[config.mk]
export PLATFORM = sky130hd
export DESIGN_NAME = rtc_clock_core
export DESIGN_NICKNAME = d
export VERILOG_FILES = /design/src/rtl/rtc_clock_core_pkg.sv /design/src/rtl/rtc_clock_core_one_sec_tick_gen.sv /design/src/rtl/rtc_clock_core.sv
export SDC_FILE = /design/constraint.sdc
export NUM_CORES = 1
export LEC_CHECK = 0
export BUFFER_PORTS_ARGS = -buffer_cell sky130_fd_sc_hd__buf_2
export CAP_MARGIN = 20
export CORE_MARGIN = 1.5
export CORE_UTILIZATION = 50
export CTS_CLUSTER_SIZE = 28
export DETAILED_ROUTE_END_ITERATION = 10
export GPL_TIMING_DRIVEN = 0
export PLACE_DENSITY = 0.82
export SETUP_SLACK_MARGIN = 0.15
export SLEW_MARGIN = 20
export SYNTH_ARGS = -nofsm -noshare
export SYNTH_HDL_FRONTEND = slang
export SYNTH_SLANG_ARGS = --single-unit
[constraint.sdc]
create_clock -name clk -period 12.9 [get_ports clk]
set_input_delay 1.29 -clock clk [delete_from_list [all_inputs] [get_ports clk]]
set_output_delay 1.29 -clock clk [all_outputs]
set_load 0.02 [all_outputs]
[src/rtl/rtc_clock_core_pkg.sv]
// Shared limits and default widths for the real-time clock core.
package rtc_clock_core_pkg;

    localparam int unsigned SecLimit  = 60;
    localparam int unsigned MinLimit  = 60;
    localparam int unsigned HourLimit = 24;
    localparam int unsigned HalfDay   = 12;

    localparam int unsigned DefCountBit = 30;
    localparam int unsigned DefSecBit   = 6;
    localparam int unsigned DefMinBit   = 6;
    localparam int unsigned DefHourBit  = 5;
    localparam int unsigned DefDayBit   = 16;

endpackage

[src/rtl/rtc_clock_core_one_sec_tick_gen.sv]
// Programmable divider producing a one-cycle tick every freq enabled clocks.
module one_sec_tick_gen #(
    parameter int unsigned P_COUNT_BIT = 30
) (
    input  logic                   clk,
    input  logic                   reset,
    input  logic                   run_en,
    input  logic                   clear,
    input  logic [P_COUNT_BIT-1:0] freq,
    output logic                   tick
);

    logic [P_COUNT_BIT-1:0] cnt_q, cnt_d;
    logic                   wrap;

    // >= so that lowering freq below the current count wraps on the next cycle
    always_comb begin
        wrap  = cnt_q >= (freq - P_COUNT_BIT'(1));
        tick  = run_en & ~clear & wrap;
        cnt_d = cnt_q;
        if (clear) begin
            cnt_d = '0;
        end else if (run_en) begin
            cnt_d = wrap ? '0 : cnt_q + P_COUNT_BIT'(1);
        end
    end

    always_ff @(posedge clk) begin
        if (reset) begin
            cnt_q <= '0;
        end else begin
            cnt_q <= cnt_d;
        end
    end

endmodule

[src/rtl/rtc_clock_core.sv]
// Time-of-day core: sec/min/hour/day with ripple carry, load port, 12 h display and alarm.
module rtc_clock_core
    import rtc_clock_core_pkg::*;
#(
    parameter int unsigned P_COUNT_BIT = DefCountBit,
    parameter int unsigned P_SEC_BIT   = DefSecBit,
    parameter int unsigned P_MIN_BIT   = DefMinBit,
    parameter int unsigned P_HOUR_BIT  = DefHourBit,
    parameter int unsigned P_DAY_BIT   = DefDayBit
) (
    input  logic                   clk,
    input  logic                   reset,
    input  logic                   i_run_en,
    input  logic [P_COUNT_BIT-1:0] i_freq,
    input  logic                   i_load_valid,
    output logic                   o_load_ready,
    input  logic [P_SEC_BIT-1:0]   i_load_sec,
    input  logic [P_MIN_BIT-1:0]   i_load_min,
    input  logic [P_HOUR_BIT-1:0]  i_load_hour,
    output logic                   o_load_err,
    input  logic                   i_mode_12h,
    input  logic                   i_alarm_en,
    input  logic [P_MIN_BIT-1:0]   i_alarm_min,
    input  logic [P_HOUR_BIT-1:0]  i_alarm_hour,
    input  logic                   i_alarm_clr,
    output logic [P_SEC_BIT-1:0]   sec,
    output logic [P_MIN_BIT-1:0]   min,
    output logic [P_HOUR_BIT-1:0]  hour,
    output logic [P_DAY_BIT-1:0]   day,
    output logic [P_HOUR_BIT-1:0]  o_hour_disp,
    output logic                   o_pm,
    output logic                   o_sec_tick,
    output logic                   o_day_tick,
    output logic                   o_alarm
);

    localparam logic [P_SEC_BIT-1:0]  SecMax   = P_SEC_BIT'(SecLimit - 1);
    localparam logic [P_MIN_BIT-1:0]  MinMax   = P_MIN_BIT'(MinLimit - 1);
    localparam logic [P_HOUR_BIT-1:0] HourMax  = P_HOUR_BIT'(HourLimit - 1);
    localparam logic [P_HOUR_BIT-1:0] HourHalf = P_HOUR_BIT'(HalfDay);

    logic [P_SEC_BIT-1:0]  sec_q, sec_d;
    logic [P_MIN_BIT-1:0]  min_q, min_d;
    logic [P_HOUR_BIT-1:0] hour_q, hour_d;
    logic [P_DAY_BIT-1:0]  day_q, day_d;
    logic ready_q, err_q, sec_tick_q, day_tick_q, alarm_q, alarm_d;
    logic tick, load_fire, load_ok, load_take, day_wrap, alarm_set;

    assign load_fire = i_load_valid & ready_q;
    assign load_ok   = (i_load_sec <= SecMax) & (i_load_min <= MinMax) & (i_load_hour <= HourMax);
    assign load_take = load_fire & load_ok;

    // An accepted load realigns the second boundary and suppresses a coincident tick;
    // a rejected load leaves the divider and time alone.
    one_sec_tick_gen #(
        .P_COUNT_BIT(P_COUNT_BIT)
    ) u_tick_gen (
        .clk   (clk),
        .reset (reset),
        .run_en(i_run_en),
        .clear (load_take),
        .freq  (i_freq),
        .tick  (tick)
    );

    always_comb begin
        sec_d    = sec_q;
        min_d    = min_q;
        hour_d   = hour_q;
        day_d    = day_q;
        day_wrap = 1'b0;
        if (load_take) begin
            sec_d  = i_load_sec;
            min_d  = i_load_min;
            hour_d = i_load_hour;
        end else if (tick) begin
            if (sec_q == SecMax) begin
                sec_d = '0;
                if (min_q == MinMax) begin
                    min_d = '0;
                    if (hour_q == HourMax) begin
                        hour_d   = '0;
                        day_d    = day_q + P_DAY_BIT'(1);
                        day_wrap = 1'b1;
                    end else begin
                        hour_d = hour_q + P_HOUR_BIT'(1);
                    end
                end else begin
                    min_d = min_q + P_MIN_BIT'(1);
                end
            end else begin
                sec_d = sec_q + P_SEC_BIT'(1);
            end
        end
    end

    always_comb begin
        alarm_set = tick & ~load_take & i_alarm_en & (hour_d == i_alarm_hour) &
                    (min_d == i_alarm_min) & (sec_d == '0);
        alarm_d   = alarm_q;
        if (alarm_set) begin
            alarm_d = 1'b1;
        end else if (i_alarm_clr) begin
            alarm_d = 1'b0;
        end
    end

    always_ff @(posedge clk) begin
        if (reset) begin
            sec_q      <= '0;
            min_q      <= '0;
            hour_q     <= '0;
            day_q      <= '0;
            ready_q    <= 1'b0;
            err_q      <= 1'b0;
            sec_tick_q <= 1'b0;
            day_tick_q <= 1'b0;
            alarm_q    <= 1'b0;
        end else begin
            sec_q      <= sec_d;
            min_q      <= min_d;
            hour_q     <= hour_d;
            day_q      <= day_d;
            ready_q    <= ~load_fire;
            err_q      <= load_fire & ~load_ok;
            sec_tick_q <= tick & ~load_take;
            day_tick_q <= day_wrap;
            alarm_q    <= alarm_d;
        end
    end

    always_comb begin
        o_pm        = hour_q >= HourHalf;
        o_hour_disp = hour_q;
        if (i_mode_12h) begin
            if (hour_q == '0) begin
                o_hour_disp = HourHalf;
            end else if (hour_q > HourHalf) begin
                o_hour_disp = hour_q - HourHalf;
            end
        end
    end

    assign sec          = sec_q;
    assign min          = min_q;
    assign hour         = hour_q;
    assign day          = day_q;
    assign o_load_ready = ready_q;
    assign o_load_err   = err_q;
    assign o_sec_tick   = sec_tick_q;
    assign o_day_tick   = day_tick_q;
    assign o_alarm      = alarm_q;

endmodule

# Yosys cells after proc, flatten, opt, wreduce, memory -nomap -nowiden
# Cells that the tools add are included.
[op_classes] mux=19 eq_ne=5 order_cmp=6 n_bitwise=18 addsub=7 n_reduce_logical=6
[op_table] op="6-bit 2-to-1 mux" count=7
[op_table] op="5-bit 2-to-1 mux" count=8
[op_table] op="30-bit by 1-bit adder with 30-bit output, second input constant" count=1
[op_table] op="30-bit greater-or-equal comparator" count=1
[op_table] op="30-bit 2-to-1 mux" count=1
[op_table] op="30-bit by 1-bit subtractor with 30-bit output, second input constant" count=1
[op_table] op="16-bit by 1-bit adder with 16-bit output, second input constant" count=1
[op_table] op="6-bit by 1-bit adder with 6-bit output, second input constant" count=2
[op_table] op="1-bit bitwise AND" count=12
[op_table] op="6-bit equality test, second input constant" count=2
[op_table] op="6-bit less-or-equal comparator, second input constant" count=2
[op_table] op="6-bit equality test" count=1
[op_table] op="6-bit logical NOT" count=1
[op_table] op="1-bit inverter" count=6
[op_table] op="5-bit by 1-bit adder with 5-bit output, second input constant" count=1
[op_table] op="5-bit equality test" count=1
[op_table] op="5-bit equality test, second input constant" count=1
[op_table] op="5-bit by 4-bit greater-or-equal comparator with 1-bit output, second input constant" count=1
[op_table] op="5-bit by 4-bit > comparator with 1-bit output, second input constant" count=1
[op_table] op="5-bit less-or-equal comparator, second input constant" count=1
[op_table] op="5-bit logical NOT" count=1
[op_table] op="5-bit AND reduction" count=1
[op_table] op="5-bit OR reduction" count=1
[op_table] op="5-bit by 4-bit subtractor with 5-bit output, second input constant" count=1
[op_table] op="3 further kinds" count=5
[totals] output_inout_bits=44 word_cells=71 reg_bits=68 in_bits=65

# Depth between registers and ports, before layout
[logic_depth] depth_word=14 mapped_depth=21 depth_no_buf=20

# Modules after synthesis
# A second synthesis with hierarchy kept.
[hier_totals] cells_unflattened=607 area_unflattened_um2=4946.0
[modules_own_cells] mod="one_sec_tick_gen" area_per_inst_um2=2565.0 cells_each=309 instances=1 seq_area_each_um2=600.6
[modules_own_cells] mod="rtc_clock_core" area_per_inst_um2=2381.0 cells_each=298 instances=1 seq_area_each_um2=760.7

# Worst setup path before layout
# No wires, ideal clock.
[synth_path] kind="input port to flip-flop" from="input port i_freq[6]" to="register alarm_q, in the netlist o_alarm" path_stages=19 path_buffers=1 setup_time_ps=114 arrival_time_ps=5570 path_slack_ps=7216 t_required_ps=12786 cell_sequence="nor3_1 > nand2b_1 > nor4_1 > nand3_1 > or2_2 > nor4_1 > nand2_1 > xor2_1 > ha_1 > nand4_1 > nor4_2 > nand2_1 > and4_1 > clkbuf_1 > a211o_1 > xnor2_1 > o2111a_1 > o2bb2a_1 > a21o_1"
[synth_via] elab_chain_cells=10 elab_cells_between_ends=19 cone_classes="add/sub (1); order compare (1); eq/ne (2); mux (7); bitwise (6); reduce/logical (2)"
[synth_rtl] item="start, declared" line_no="rtc_clock_core.sv:14" source="input logic [P_COUNT_BIT-1:0] i_freq,"
[synth_rtl] item="30-bit by 1-bit subtractor with 30-bit output (*)" line_no="rtc_clock_core_one_sec_tick_gen.sv:18" source="wrap = cnt_q >= (freq - P_COUNT_BIT'(1));"
[synth_rtl] item="30-bit greater-or-equal comparator (*)" line_no="rtc_clock_core_one_sec_tick_gen.sv:18"
[synth_rtl] item="1-bit bitwise AND (*)" line_no="rtc_clock_core_one_sec_tick_gen.sv:19" source="tick = run_en & ~clear & wrap;"
[synth_rtl] item="5-bit 2-to-1 mux" line_no="rtc_clock_core.sv:76" source="end else if (tick) begin"
[synth_rtl] item="5-bit 2-to-1 mux" line_no="rtc_clock_core.sv:72" source="if (load_take) begin"
[synth_rtl] item="5-bit equality test" line_no="rtc_clock_core.sv:98" source="alarm_set = tick & ~load_take & i_alarm_en & (hour_d == i_alarm_hour) &"
[synth_rtl] item="1-bit bitwise AND (2 in a row)" line_no="rtc_clock_core.sv:98"
[synth_rtl] item="1-bit bitwise AND (*)" line_no="rtc_clock_core.sv:99" source="(min_d == i_alarm_min) & (sec_d == '0);"
[synth_rtl] item="1-bit 2-to-1 mux or 2-bit nonzero test (tied branches)"
[synth_rtl] item="end signal, assigned" line_no="rtc_clock_core.sv:128" source="alarm_q <= alarm_d;"
[synth_rtl] item="end, declared" line_no="rtc_clock_core.sv:46" source="logic ready_q, err_q, sec_tick_q, day_tick_q, alarm_q, alarm_d;"
# Mark *: on every way between the ends. The rest lies on a longest branch, timed or not.
# A chain may end at the register's enable or synchronous reset.

# Worst setup path in the final report
# Same ends and word-level chain as after synthesis.

==> run_results.csv <==
group,metric,value,unit
worst_setup_path,critPathMaxStageDelay,0.66,ns
worst_setup_path,reg2reg_depth,11,
global_route,overflow,0,
min_path,hold_start,"day[8]",
min_path,hold_depth,2,
synthesis,async_reset_ff_frac,0,
place,hpwl,11.7,mm
timing,rsz0062_at_grt,"no",
detailed_routing,drtAntennaViolNets,0,
synthesis,synth_area_leaders,"dfxtp_1 (26%), ha_1 (9.7%), nor2_1 (7.1%)",
power,p_per_area,90.2,mW/mm^2
job,maxCapViolCount,0,
floorplan,die_area,0.0109,sq mm
clock_network,clock_path_buffers,2,
synthesis,ys_ff_latch,68,
clock_network,cts.sinks,68,
synthesis,ys_seq_area_frac,0.264,
worst_setup_path,crit_fanout,10,
finish,drive_above_1_share,0.175,
run_status,status,"complete, no violations",
timing,fin_crit_sh,0.554,
floorplan,row_count,36,
clock_network,cts_resized,0,
timing,hold_viol,0,
clock_network,clkTransAtPathRegs,0.09,ns
finish,fill_cells,912,
clock_network,post_cts_buffers,0,
clock_network,hold_buffers,0,
detailed_routing,wl_per_cell,16.3,microns
timing,setup_tns,0,ns
worst_setup_path,crit_buf_inv,2,
synthesis,mappedNetlistArea,0.00516,sq mm
power,ir_drop,0.0000722,V
worst_setup_path,crit_top_cell,"nor4_1",
timing,max_slew_margin,0.459,
detailed_routing,drtPass1Iterations,5,
synthesis,synth_top_area_share,0.264,
floorplan,placeableCoreArea,0.00991,sq mm
synthesis,synth_area_per_cell,7.69,sq um
detailed_routing,drc,0,
global_route,grt_pass1_vias,5236,
detailed_routing,viasPerCell,5.90,
place,portBuffers,106,
timing,fin_crit,7.15,ns
synthesis,ys.flop_type,"dfxtp_1",
power,p_int,398,uW
synthesis,synth_nets,776,
floorplan,io_pins,109,
global_route,grt_pass1_wl,24.6,mm
global_route,grtUsageTotal,0.275,
worst_setup_path,worstPathRequired,13.19,ns
power,clock_power_share,0.438,
timing,maxSlewViolCount,0,
worst_setup_path,critPathLaunchType,"primary input",
finish,nets,893,
floorplan,die_h,105,microns
synthesis,synth_edf_count,0,
synthesis,yosysWarnings,0,
detailed_routing,wl,15.1,mm
power,power,553,uW
global_route,grt_max_degree,14,
global_route,antenna_found_initial,0,
timing,final.setup_skew,0.0146,ns
timing,setup_viol,0,
timing,worstMarginPinSlew,0.801,ns
min_path,hold-path-endpoint,"day[8]",
worst_setup_path,rr_endpoint,"o_alarm",
power,switchingPower,154,uW
synthesis,yosysTopAreaCell,"dfxtp_1",
synthesis,syn_inst,671,
floorplan,die_x,105,microns
min_path,hold_path_class,"flop to flop",
synthesis,yosys.cell_types.count,65,
power,seq_power_share,0.399,
detailed_routing,drtIter0Drc,362,
worst_setup_path,critical-path-top-delay-family,"simple AND/OR/NAND/NOR gates",
timing,whs,0.508,ns
worst_setup_path,worstReg2RegStart,"u_tick_gen.cnt_q[25]",
worst_setup_path,cp.arrival,7.44,ns
power,comb_power_share,0.162,
worst_setup_path,cp-end-kind,"flop",
power,p_leak,2.52,nW
finish,area_delta_synth_final,18.7,%
clock_network,cts_tree,"yes",
floorplan,start_util,0.521,
clock_network,cts_max_level,3,
timing,clock.fmax,0.140,GHz
power,netSwitchingFraction,0.279,
place,gp_congestion,1.04,
worst_setup_path,reg2reg_slack,8.99,ns
worst_setup_path,cp_cell_sequence,"buf_2 > nor3_1 > nand2b_1 > nor4_1 > nand3_1 > or2_2 > nor4_1 > nand2_1 > xor2_1 > ha_1 > nand4_1 > nor4_2 > nand2_1 > and4_1 > clkbuf_1 > a221o_1 > a221oi_1 > nand4_1 > nor4_1 > a21o_1",
finish,insertedDiodeCount,0,
detailed_routing,via_count,5460,
clock_network,clk_latency,0.35,ns
worst_setup_path,slowest_stage,"nor4_1",
clock_network,cts-root-buf,"clkbuf_8",
clock_network,cts-buffers-inserted,9,
worst_setup_path,crit_type,"primary input to flop",
## Yosys cell counts, types with 4 or more instances
cell type and count:
nor2_1 97, dfxtp_1 68, nand2_1 68, ha_1 40, xor2_1 39, a21oi_1 32
xnor2_1 32, o21ai_0 31, nand4_1 26, nand3_1 23, clkbuf_1 21, nor3_1 19
inv_1 18, or3_1 12, nor4_1 11, and3_1 9, nor2b_1 9, a211o_1 7
a211oi_1 7, and2_1 6, a21o_1 5, a311oi_1 5, a31oi_1 5, and4_1 5
o211ai_1 5, or4_1 5, mux2i_1 4, or2_2 4
## layout by cell type, fill, tap and decap left out, types with 6 or more instances in the layout
master,instances
nand4_1,26
clkbuf_1,21
xnor2_1,32
buf_2,107
inv_1,18
and3_1,9
nand3_1,23
a21oi_1,32
a211o_1,7
nor2b_1,9
dfxtp_1,68
or3_1,12
nand2_1,68
nor3_1,19
and2_1,6
o21ai_0,31
clkbuf_8,9
nor2_1,97
nor4_1,11
xor2_1,39
a211oi_1,7
ha_1,40
## layer usage
metal | track usage | wire, microns
met2 | 0.473 | 7210
met5 | 0 | 0
met4 | 0.109 | 397
met1 | 0.347 | 6460
met3 | 0.0368 | 1030
## power by group through the flow
stage	clock [mW]	combinational, mW	sequential, mW
final	0.242	0.0896	0.221
after global routing	0.253	0.0979	0.222
after CTS	0.245	0.0884	0.221
after detailed placement	0	0.0877	0.226
after global placement	0	0.0849	0.225
after floorplan	0	0.0488	0.229
## cells by family after synthesis
group / count (synthesis) / share of synthesized area
simple gates: 310 / 0.301
compound gates: 133 / 0.175
xor+xnor: 71 / 0.120
flops: 68 / 0.264
buf+inv: 44 / 0.0325
fa+ha+maj: 40 / 0.0969
mux: 5 / 0.00994
## worst max path at each step
stage,from,slack (ns),end,depth (start not counted)
3_3_place_gp,i_freq[6],5.56,o_alarm,20
5_1_grt,i_freq[6],5.25,u_tick_gen.cnt_q[20],20
6_report,i_freq[6],5.75,o_alarm,20
4_1_cts,i_freq[6],5.85,o_alarm,20
3_5_place_dp,i_freq[6],5.51,o_alarm,20
2_1_floorplan,i_freq[6],7.22,o_alarm,19
## tightest hold or removal path, delay by kind of cell, from the launching register on
family / cells / cell delay, ns
DFF: 1 / 0.34
AOI/OAI and AO/OA: 2 / 0.13
## state kept, by name, summed over array words and instances (netlist names), 5 cells and up
name	cells
day	16
min	6
u_tick_gen.cnt_q	30
sec	6
hour	5
## area by class of cell
cell class / count / area (sq um) / area share
multi-input combinational: 559 / 3630 / 0.593
sequential: 68 / 1360 / 0.222
clock buffer: 9 / 124 / 0.0202
tap: 133 / 166 / 0.0271
inverter: 19 / 71.3 / 0.0116
buffer: 25 / 96.3 / 0.0157
timing repair buffer: 106 / 531 / 0.0865
clock inverter: 7 / 146 / 0.0239
## through the flow
| stage | worst slack [ns] | instances | utilization | instance area [sq um] |
|---|---|---|---|---|
| final | 5.75 | 926 | 0.619 | 6130 |
| after global routing | 5.25 | 926 | 0.619 | 6130 |
| after CTS | 5.85 | 926 | 0.619 | 6130 |
| after detailed placement | 5.51 | 910 | 0.591 | 5860 |
| after global placement | 5.56 | 910 | 0.591 | 5860 |
| after floorplan | 7.22 | 671 | - | 5160 |
Note: power is estimated with default switching activity, not from simulation.
